### src/rtl/key_event_gen.sv
// rtl/key_event_gen.sv - key press/long-press/auto-repeat/release event generator
// Ports repeat_pulse/release_pulse carry the repeat/release events (both names are reserved words).
module key_event_gen #(
    parameter logic sim     = 1'b0,
    parameter int   long_ms = 1000,
    parameter int   rep_ms  = 200
) (
    input  logic       clk,
    input  logic       reset,
    input  logic       in,
    output logic       press,
    output logic       long_press,
    output logic       repeat_pulse,
    output logic       release_pulse,
    output logic       held,
    output logic [7:0] rep_cnt
);

    localparam int         DIV       = sim ? 2 : 100000;
    localparam logic [16:0] DIV_LAST  = 17'(DIV - 1);
    localparam logic [9:0]  LONG_LAST = 10'(long_ms - 1);
    localparam logic [9:0]  REP_LAST  = 10'(rep_ms - 1);

    typedef enum logic [1:0] {IDLE, HOLD, REPEAT} state_t;

    state_t      state, state_nx;
    logic [16:0] div_cnt;
    logic        tick;
    logic        in_d;
    logic        rise, fall;
    logic [9:0]  ms_cnt, ms_nx;
    logic [7:0]  rep_nx;
    logic        press_nx, long_nx, repeat_nx, release_nx, held_nx;

    // free-running ms tick; only reset ever clears it
    assign tick = (div_cnt == DIV_LAST);
    assign rise = in & ~in_d;
    assign fall = ~in & in_d;

    always_ff @(posedge clk or posedge reset) begin
        if (reset) begin
            div_cnt       <= '0;
            in_d          <= 1'b1;
            state         <= IDLE;
            ms_cnt        <= '0;
            rep_cnt       <= '0;
            press         <= 1'b0;
            long_press    <= 1'b0;
            repeat_pulse  <= 1'b0;
            release_pulse <= 1'b0;
            held          <= 1'b0;
        end else begin
            div_cnt       <= tick ? '0 : div_cnt + 17'd1;
            in_d          <= in;
            state         <= state_nx;
            ms_cnt        <= ms_nx;
            rep_cnt       <= rep_nx;
            press         <= press_nx;
            long_press    <= long_nx;
            repeat_pulse  <= repeat_nx;
            release_pulse <= release_nx;
            held          <= held_nx;
        end
    end

    always_comb begin
        state_nx = state;
        case (state)
            IDLE:    if (rise) state_nx = HOLD;
            HOLD: begin
                if (fall)                              state_nx = IDLE;
                else if (tick && ms_cnt == LONG_LAST)  state_nx = REPEAT;
            end
            REPEAT:  if (fall) state_nx = IDLE;
            default: state_nx = IDLE;
        endcase
    end

    // fall is checked first so a release on the long/repeat edge suppresses that event
    always_comb begin
        press_nx   = 1'b0;
        long_nx    = 1'b0;
        repeat_nx  = 1'b0;
        release_nx = 1'b0;
        ms_nx      = ms_cnt;
        rep_nx     = rep_cnt;
        case (state)
            IDLE: begin
                if (rise) begin
                    press_nx = 1'b1;
                    ms_nx    = '0;
                    rep_nx   = '0;
                end
            end
            HOLD: begin
                if (fall) begin
                    release_nx = 1'b1;
                    ms_nx      = '0;
                end else if (tick) begin
                    if (ms_cnt == LONG_LAST) begin
                        long_nx = 1'b1;
                        ms_nx   = '0;
                    end else begin
                        ms_nx = ms_cnt + 10'd1;
                    end
                end
            end
            REPEAT: begin
                if (fall) begin
                    release_nx = 1'b1;
                    ms_nx      = '0;
                end else if (tick) begin
                    if (ms_cnt == REP_LAST) begin
                        repeat_nx = 1'b1;
                        ms_nx     = '0;
                        if (rep_cnt != 8'd255) rep_nx = rep_cnt + 8'd1;
                    end else begin
                        ms_nx = ms_cnt + 10'd1;
                    end
                end
            end
            default: ms_nx = '0;
        endcase
        held_nx = (state_nx != IDLE);
    end

endmodule

### config.mk
export PLATFORM = sky130hd
export DESIGN_NAME = key_event_gen
export DESIGN_NICKNAME = d
export VERILOG_FILES = /design/src/rtl/key_event_gen.sv
export SDC_FILE = /design/constraint.sdc
export NUM_CORES = 1
export LEC_CHECK = 0
export BUFFER_PORTS_ARGS = -buffer_cell sky130_fd_sc_hd__clkbuf_2
export CAP_MARGIN = 20
export CORE_ASPECT_RATIO = 1.1
export CORE_MARGIN = 8
export CORE_UTILIZATION = 45
export CTS_CLUSTER_SIZE = 28
export DETAILED_ROUTE_END_ITERATION = 8
export PLACE_DENSITY = 0.73
export SLEW_MARGIN = 10
export SYNTH_ARGS = -nofsm -noshare
export SYNTH_HDL_FRONTEND = slang
export SYNTH_SLANG_ARGS = --single-unit
### constraint.sdc
create_clock -name clk -period 5 [get_ports clk]
set_input_delay 1.25 -clock clk [delete_from_list [all_inputs] [get_ports clk]]
set_output_delay 1.25 -clock clk [all_outputs]
set_load 0.005 [all_outputs]
==> flow_metrics.py, run 1 <==
metrics = {
    "synthesis": {
        "ys_top_cells_by_area": "dfrtp_1 (46%), ha_1 (3.8%), a221o_1 (3.5%)",
        "synth_fp_nets": 247,
        "syn_area_sq_um": 2310,
        "synth-edff-count": 0,
        "avgSynthCellArea_sq_um": 9.73,
        "yosysWarnings": 0,
        "synth_area_leader_cell": "dfrtp_1",
        "syn_inst": 237,
        "yosysSeqAreaShare_pct": 46.7,
        "ys.flop_type": "dfrtp_1",
        "ys_types": 48,
        "synth_seq_cells": 43,
        "synth_top_area_share_pct": 45.6,
        "async_flop_share_pct": 100,
    },
    "die": {
        "die_y_microns": 91.1,
        "initial_core_util_pct": 46.4,
        "std_cell_rows": 27,
        "coreArea_sq_um": 4970,
        "die_w_microns": 84.3,
        "ios": 16,
        "die-area_sq_um": 7670,
    },
    "routing": {
        "dr.first_iter.drc_count": 83,
        "viasPerCell": 5.78,
        "wirelength_microns": 4600,
        "dr.pass1.iters": 4,
        "drc": 0,
        "avgRoutedWirePerCell_microns": 14.6,
        "via_count": 1815,
        "final_antenna_net_count": 0,
    },
    "clock_tree": {
        "cts_resized": 0,
        "cts-htree-levels": 2,
        "clk_latency_ps": 300,
        "cts_tree": "done",
        "holdBufCountCts": 0,
        "cts_buffers": 5,
        "cts_root_buf": "clkbuf_8",
        "cts.reportedPaths.clkPinSlew_ps": 80,
        "clockBufferDepth": 2,
        "clock-sinks": 43,
        "cts_setup_buffers": 0,
    },
    "layout": {
        "n_antenna_cell": 0,
        "fill_cells": 458,
        "finish.instance_area_sq_um": 2530,
        "layout-drive-gt1-share_pct": 13.7,
        "fin_cells": 314,
        "area_growth_pct": 9.82,
        "layout.nets": 265,
        "fin_util_pct": 51.0,
        "regArea_sq_um": 1080,
        "final_cell_mix": "dfrtp_1 (42), nand2_1 (21), nor2_1 (21), nand3_1 (16), clkbuf_2 (15)",
        "final_common_cell": "dfrtp_1",
        "multiInputGateArea_sq_um": 1150,
    },
    "worst_setup_path": {
        "rr_startpoint": "state[0]$_DFF_PP0_",
        "crit_required_ps": 5220,
        "r2r-end": "rep_cnt[0]$_DFFE_PP0P_",
        "worst_setup_path_start_kind": "input pin",
        "rrSetupSlack_ps": 2060,
        "critPathCaptureType": "register",
        "path_class": "in2reg",
        "critPathArrivalTime_ps": 3270,
        "worstRegToRegCells": 7,
        "crit_path_end": "rep_cnt[0]$_DFFE_PP0P_",
        "setup.worst_path.start": "in",
        "worst-path-max-fanout": 12,
    },
    "grt": {
        "met1_usage_pct": 16.6,
        "grt_max_degree": 44,
        "busiest_layer": "met2",
        "grt_overflow": 0,
        "antenna_found_initial": 0,
        "first_global_vias": 1794,
        "grt.met2_usage_pct": 19.4,
        "grt_use_met3_pct": 3.66,
        "grt_pass1_wl_microns": 8260,
        "track_usage_pct": 12.9,
    },
    "job": {
        "maxCapViolCount": 0,
    },
    "outcome": {
        "outcome": "complete, no violations",
    },
    "timing": {
        "fin_crit_sh_pct": 61.2,
        "setup_viol": 0,
        "min_period_ps": 3060,
        "report.final.slew_viol_count": 0,
        "skew_ps": 11.8,
        "rsz0062_at_grt": "no",
        "fmax_mhz": 327,
        "worstMarginPinSlew_ps": 1070,
        "setup_tns_ps": 0,
        "max_slew_margin_pct": 28.0,
        "hold_violations": 0,
    },
    "power": {
        "vdd_drop_max_mv": 0.132,
        "switchingPower_uw": 281,
        "p_int_uw": 558,
        "power_frac_comb_pct": 22.9,
        "p_seq_share_pct": 49.9,
        "cellPowerDensity_nw_per_um2": 331,
        "swShare_pct": 33.5,
        "p_clk_share_pct": 27.2,
        "leakage_uw": 0.00114,
    },
    "min_path": {
        "hp-class": "reg2reg",
    },
    "place": {
        "placedCellCount": 306,
        "dp.final_hpwl_microns": 3150,
        "numPortBuffers": 15,
        "dpl_cell_area_sq_um": 2440,
        "gp_congestion": 0.810,
    },
}
worst min path at each step:
stage | startpoint | to | slack (ps) | cells after the start
after floorplan | div_cnt[14]$_DFF_PP0_ | div_cnt[14]$_DFF_PP0_ | 450 | 1
after global placement | div_cnt[0]$_DFF_PP0_ | div_cnt[0]$_DFF_PP0_ | 480 | 1
after detailed placement | div_cnt[0]$_DFF_PP0_ | div_cnt[0]$_DFF_PP0_ | 480 | 1
after CTS | div_cnt[0]$_DFF_PP0_ | div_cnt[0]$_DFF_PP0_ | 500 | 1
after global routing | div_cnt[0]$_DFF_PP0_ | div_cnt[0]$_DFF_PP0_ | 510 | 1
final | div_cnt[0]$_DFF_PP0_ | div_cnt[0]$_DFF_PP0_ | 490 | 1
sequential cells by signal (all words and copies together), names as in the netlist, 2 cells and up:
name and flops:
state 2, ms_cnt 10, div_cnt 17, rep_cnt 8
kinds of logic (layout without fill, tap and decap cells):
| kind of cell | after synthesis | in the layout | share of synthesized area, % |
|---|---|---|---|
| flip-flops | 43 | 43 | 46.7 |
| XOR/XNOR | 13 | 13 | 4.94 |
| AND/OR/NAND/NOR | 118 | 118 | 28.3 |
| AO/OA/AOI/OAI | 36 | 36 | 11.9 |
| adder cells (fa/ha/maj) | 7 | 7 | 3.80 |
| buffers and inverters | 18 | 37 | 3.42 |
| multiplexers | 2 | 2 | 0.922 |
per-stage QoR:
step | total power, uW | hold slack [ps] | setup WS [ps]
floorplan | 547 | 451 | 2300
global placement | 614 | 475 | 1790
detailed placement | 617 | 484 | 1660
CTS | 848 | 496 | 2010
global route | 898 | 509 | 1720
finish | 839 | 491 | 1940
critical path, stage by stage:
cell and delay, ps:
clkbuf_2 110, nor4bb_1 380, a221oi_1 90, nor3_1 890
nand3_1 320, mux2i_1 230
layout make-up:
cell class              instances  area share [%]
inverters                      11            1.63
clock buffers                   5            2.72
flip-flops and latches         43            42.5
clock inverters                 3           0.988
repair buffers                 18            3.85
multi-input cells             176            45.4
well taps                      58            2.87
layer usage:
layer,vias to the layer above,part of all wire (%)
met4,0,2.1
met5,-,0
met1,876,47
met3,7,3.9
li1,902,-
met2,30,47
power by group through the flow:
stage	logic, uW	clock network (uW)	registers [uW]
floorplan	127	0	420
global placement	191	0	423
detailed placement	193	0	425
CTS	193	236	418
global route	222	252	425
finish	192	228	418
synthesized netlist by cell type (6+ instances only):
| library cell | instances |
|---|---|
| a221o_1 | 8 |
| and3_1 | 6 |
| dfrtp_1 | 42 |
| ha_1 | 7 |
| inv_1 | 11 |
| nand2_1 | 21 |
| nand3_1 | 16 |
| nand4_1 | 10 |
| nor2_1 | 21 |
| nor3_1 | 14 |
| o21ai_0 | 6 |
| xnor2_1 | 6 |
| xor2_1 | 7 |
(Power assumes the default switching activity.)
==> run 2, diff against run 1 <==
==> constraint.sdc (replaced) <==
create_clock -name clk -period 3.1 [get_ports clk]
set_input_delay 0.775 -clock clk [delete_from_list [all_inputs] [get_ports clk]]
set_output_delay 0.775 -clock clk [all_outputs]
set_load 0.005 [all_outputs]
==> run 2 against run 1 <==
Compared with the run above: critical path depth is 1 lower; clock power is 82% higher; register-to-register slack worse by 1400 ps; routed wire length is 3.1% higher; clock skew is 4.8 ps lower; setup slack worse by 1300 ps; critical path type is now reg2reg; highest routed layer unchanged.
==> flow_metrics.py, run 2 (synthesized netlist as in run 1, its figures left out) <==
metrics = {
    "layout": {
        "fin_cells": 317,
        "fill_cells": 448,
        "regArea_sq_um": 1080,
        "top_regs": "div_cnt: 17 flops, ms_cnt: 10 flops, rep_cnt: 8 flops",
        "n_antenna_cell": 0,
        "multiInputGateArea_sq_um": 1150,
        "final_cell_mix": "dfrtp_1 (42), nand2_1 (21), nor2_1 (21), nand3_1 (16), clkbuf_2 (15)",
        "layout.nets": 269,
        "layout-drive-gt1-share_pct": 14.3,
        "area_growth_pct": 11.5,
        "largest-register": "div_cnt",
        "fin_util_pct": 51.8,
        "final_common_cell": "dfrtp_1",
        "largest_reg_flops": 17,
    },
    "clock_tree": {
        "cts-htree-levels": 2,
        "cts_setup_buffers": 0,
        "clk_latency_ps": 290,
        "cts_root_buf": "clkbuf_8",
        "cts.reportedPaths.clkPinSlew_ps": 80,
        "cts_tree": "done",
        "clockBufferDepth": 2,
        "cts_resized": 0,
        "clock-sinks": 43,
        "holdBufCountCts": 0,
        "cts_buffers": 5,
    },
    "worst_setup_path": {
        "worst_setup_path_start_kind": "register",
        "critPathSlowestCell": "or4_1",
        "critPathCaptureType": "register",
        "worstRegToRegCells": 5,
        "crit_required_ps": 3280,
        "path_cells": "or4b_4 -> or4_1 -> nor3_1 -> o21a_1 -> o21ai_0",
        "critPathArrivalTime_ps": 2640,
        "worst-path-max-fanout": 10,
        "path_class": "reg2reg",
        "max_stage_delay_ps": 780,
    },
    "power": {
        "switchingPower_uw": 431,
        "p_seq_share_pct": 47.5,
        "leakage_uw": 0.00116,
        "vdd_drop_max_mv": 0.218,
        "cellPowerDensity_nw_per_um2": 552,
        "p_clk_share_pct": 29.3,
        "swShare_pct": 30.4,
        "p_int_uw": 989,
        "power_frac_comb_pct": 23.1,
    },
    "timing": {
        "skew_ps": 7.06,
        "worstMarginPinSlew_ps": 546,
        "setup_viol": 0,
        "report.final.slew_viol_count": 0,
        "max_slew_margin_pct": 63.3,
        "fin_crit_sh_pct": 79.6,
        "rsz0062_at_grt": "no",
        "hold_violations": 0,
        "min_period_ps": 2470,
        "setup_tns_ps": 0,
        "fmax_mhz": 405,
    },
    "grt": {
        "antenna_found_initial": 0,
        "first_global_vias": 1810,
        "track_usage_pct": 12.3,
        "grt_pass1_wl_microns": 8070,
        "grt_max_degree": 44,
        "grt_overflow": 0,
    },
    "routing": {
        "dr.first_iter.drc_count": 80,
        "wirelength_microns": 4740,
        "drc": 0,
        "viasPerCell": 5.91,
        "avgRoutedWirePerCell_microns": 14.9,
        "dr.pass1.iters": 6,
        "final_antenna_net_count": 0,
        "via_count": 1872,
    },
    "die": {
        "die-area_sq_um": 7670,
        "coreArea_sq_um": 4970,
        "die_y_microns": 91.1,
        "die_w_microns": 84.3,
        "std_cell_rows": 27,
        "initial_core_util_pct": 46.4,
        "ios": 16,
    },
    "place": {
        "dp.final_hpwl_microns": 3290,
        "numPortBuffers": 15,
        "gp_congestion": 0.811,
        "placedCellCount": 310,
    },
    "min_path": {
        "hold_depth": 1,
        "hp-class": "reg2reg",
    },
    "outcome": {
        "outcome": "complete, no violations",
    },
    "job": {
        "maxCapViolCount": 0,
    },
}
==> run 2: through the flow <==
step,cell area [sq um],total power [uW],hold WS (ps),setup WS [ps]
after floorplan,2310,882,451,872
after global placement,2470,1010,473,742
after detailed placement,2470,1010,476,686
after CTS,2570,1440,488,677
after global routing,2570,1500,512,583
final,2570,1420,482,633
==> run 2: final timing paths <==
kind | from | slack, ps | to
worst min register to register | div_cnt[0]$_DFF_PP0_ | 480 | div_cnt[0]$_DFF_PP0_
min in group asynchronous | reset | 580 | rep_cnt[2]$_DFFE_PP0P_
worst max-delay path | div_cnt[6]$_DFF_PP0_ | 630 | rep_cnt[3]$_DFFE_PP0P_
worst min-delay path | div_cnt[0]$_DFF_PP0_ | 480 | div_cnt[0]$_DFF_PP0_
max in group asynchronous | reset | 2120 | in_d$_DFF_PP1_
worst max register to register | div_cnt[6]$_DFF_PP0_ | 630 | rep_cnt[3]$_DFFE_PP0P_
==> run 2: final cells by class <==
| cell class | count | area share, % |
|---|---|---|
| clock inverters | 1 | 1.17 |
| repair buffers | 22 | 4.96 |
| flip-flops and latches | 43 | 41.9 |
| clock buffers | 6 | 2.82 |
| well taps | 58 | 2.82 |
| inverters | 11 | 1.61 |
| multi-input cells | 176 | 44.7 |
==> run 2: power by group through the flow <==
stage	logic (uW)	registers, uW	clock network [uW]
finish	329	675	416
CTS	332	672	431
global route	362	683	452
floorplan	204	678	0
global placement	324	682	0
detailed placement	330	683	0
==> run 2: worst max-delay path, delay by kind of cell, from the launching register on <==
| kind | cells | cell delay, ps |
|---|---|---|
| AOI/OAI and AO/OA | 2 | 210 |
| DFF | 1 | 440 |
| and+or+nand+nor | 3 | 1700 |
==> run 2: layer usage <==
metal	global-route usage (%)	routed length [microns]	share of wire (%)
met5	0	0	0
met3	3.84	238	5.0
met1	14.5	2210	47
met2	20.4	2220	47
met4	4.61	63	1.3
==> run 3, diff against run 2 <==
==> constraint.sdc (replaced) <==
create_clock -name clk -period 2.5 [get_ports clk]
set_input_delay 0.625 -clock clk [delete_from_list [all_inputs] [get_ports clk]]
set_output_delay 0.625 -clock clk [all_outputs]
set_load 0.005 [all_outputs]
==> run 3 against run 2 <==
Compared with the run above: worst hold slack worse by 56 ps; sequential share of layout area down 0.26 points; clock power up 7.0%; cell count up 1.6%; cell area up 0.63%; total power up 19%; highest routed layer unchanged; utilization up 0.33 points; routed wire length down 3.9%; clock skew up 0.78 ps; clock-buffer cell count down 1; setup slack worse by 490 ps; critical endpoint is now rep_cnt[7]$_DFFE_PP0P_; via count down 2.0%.
==> flow_metrics.py, run 3 (synthesized netlist as in run 1, its figures left out) <==
metrics = {
    "clock_tree": {
        "clock-sinks": 43,
        "holdBufCountCts": 0,
        "clk_latency_ps": 300,
        "cts_root_buf": "clkbuf_8",
        "cts_tree": "done",
        "cts_setup_buffers": 0,
        "cts_buffers": 5,
        "cts.reportedPaths.clkPinSlew_ps": 90,
        "cts-htree-levels": 2,
        "clockBufferDepth": 2,
        "cts_resized": 0,
    },
    "die": {
        "ios": 16,
        "die_y_microns": 91.1,
        "std_cell_rows": 27,
        "die_w_microns": 84.3,
        "coreArea_sq_um": 4970,
        "initial_core_util_pct": 46.4,
        "die-area_sq_um": 7670,
    },
    "worst_setup_path": {
        "path_buf_inv": 0,
        "critPathArrivalTime_ps": 2580,
        "critPathCaptureType": "register",
        "path_delay_family": "simple AND/OR/NAND/NOR gates",
        "max_stage_delay_ps": 760,
        "critPathSlowestCell": "or4_1",
        "worst_setup_path_start_kind": "register",
        "path_class": "reg2reg",
        "crit_required_ps": 2720,
        "path_cells": "or4b_4 -> or4_1 -> nor3_1 -> nand4b_1 -> o211ai_1",
        "worst-path-max-fanout": 10,
    },
    "timing": {
        "skew_ps": 7.84,
        "rsz0062_at_grt": "no",
        "hold_violations": 0,
        "worstMarginPinSlew_ps": 535,
        "fmax_mhz": 424,
        "report.final.slew_viol_count": 0,
        "hold_slack_ps": 426,
        "fin_crit_sh_pct": 94.4,
        "setup_viol": 0,
        "min_period_ps": 2360,
        "max_slew_margin_pct": 64.3,
        "setup_tns_ps": 0,
    },
    "grt": {
        "grt_max_degree": 44,
        "first_global_vias": 1770,
        "busiest_layer": "met2",
        "antenna_found_initial": 0,
        "grt_use_met3_pct": 3.31,
        "met1_usage_pct": 15.1,
        "track_usage_pct": 12.5,
        "grt.met2_usage_pct": 20.0,
        "grt_pass1_wl_microns": 7990,
        "grt_overflow": 0,
    },
    "power": {
        "cellPowerDensity_nw_per_um2": 651,
        "leakage_uw": 0.00117,
        "vdd_drop_max_mv": 0.287,
    },
    "layout": {
        "fin_util_pct": 52.1,
        "area_growth_pct": 12.2,
        "largest_reg_flops": 17,
        "layout.nets": 273,
        "fin_cells": 322,
        "top_regs": "div_cnt: 17 flops, ms_cnt: 10 flops, rep_cnt: 8 flops",
        "largest-register": "div_cnt",
        "layout-drive-gt1-share_pct": 16.3,
        "final_cell_mix": "dfrtp_1 (42), nand2_1 (21), nor2_1 (21), nand3_1 (16), clkbuf_2 (15)",
        "final_common_cell": "dfrtp_1",
        "n_antenna_cell": 0,
    },
    "place": {
        "gp_congestion": 0.807,
        "numPortBuffers": 15,
        "placedCellCount": 314,
        "dp.final_hpwl_microns": 3270,
    },
    "routing": {
        "viasPerCell": 5.70,
        "avgRoutedWirePerCell_microns": 14.1,
        "drc": 0,
        "final_antenna_net_count": 0,
        "dr.pass1.iters": 4,
        "dr.first_iter.drc_count": 81,
        "via_count": 1835,
        "wirelength_microns": 4550,
    },
    "min_path": {
        "hp-class": "in2async",
    },
    "job": {
        "maxCapViolCount": 0,
    },
    "outcome": {
        "outcome": "complete, no violations",
    },
}
-- run 3: cell types whose count changed in the layout (fill, tap and decap cells not counted) --
| cell | before | now |
|---|---|---|
| buf_4 | 7 | 11 |
| bufinv_16 | 1 | 0 |
| clkbuf_1 | 1 | 0 |
| clkinv_2 | 0 | 1 |
| clkinvlp_4 | 0 | 2 |
-- run 3: cell type report --
| type | count | area [sq um] |
|---|---|---|
| Tap cell | 58 | 72.6 |
| Multi-Input combinational cell | 176 | 1150 |
| Sequential cell | 43 | 1080 |
| Clock inverter | 3 | 20.0 |
| Inverter | 11 | 41.3 |
| Fill cell | 454 | 2380 |
| Clock buffer | 5 | 68.8 |
| Timing Repair Buffer | 26 | 158 |
-- run 3: where the power goes --
part	switching, uW	internal [uW]	total, uW
clock network	251	195	445
logic	234	168	402
registers	71.5	765	836
total	556	1130	1680
-- run 3: path summary, 6_finish.rpt --
kind / from / end / slack, ps / depth (start not counted)
hold reg to reg: div_cnt[0]$_DFF_PP0_ / div_cnt[0]$_DFF_PP0_ / 490 / 1
min in group clk: in / in_d$_DFF_PP1_ / 440 / 1
setup / recovery: div_cnt[8]$_DFF_PP0_ / rep_cnt[7]$_DFFE_PP0P_ / 140 / 5
setup reg to reg: div_cnt[8]$_DFF_PP0_ / rep_cnt[7]$_DFFE_PP0P_ / 140 / 5
hold / removal: reset / rep_cnt[2]$_DFFE_PP0P_ / 430 / 3
max in group asynchronous: reset / ms_cnt[6]$_DFFE_PP0P_ / 1700 / 3
-- run 3: metrics by stage --
| stage | setup WS, ps | power (uW) | area [sq um] |
|---|---|---|---|
| CTS | 128 | 1710 | 2590 |
| detailed placement | 157 | 1260 | 2500 |
| floorplan | 301 | 1090 | 2310 |
| global route | 24.1 | 1790 | 2590 |
| global placement | 192 | 1240 | 2500 |
| finish | 140 | 1680 | 2590 |
-- run 3: worst min-delay path: cells and delay by family --
| kind | cells | cell delay, ps |
|---|---|---|
| buf+inv | 3 | 570 |
-- run 3: routing by layer --
metal	share of wire, %	up-vias
li1	-	912
met1	46	892
met2	47	25
met3	4.1	6
met4	2.0	0
met5	0	-
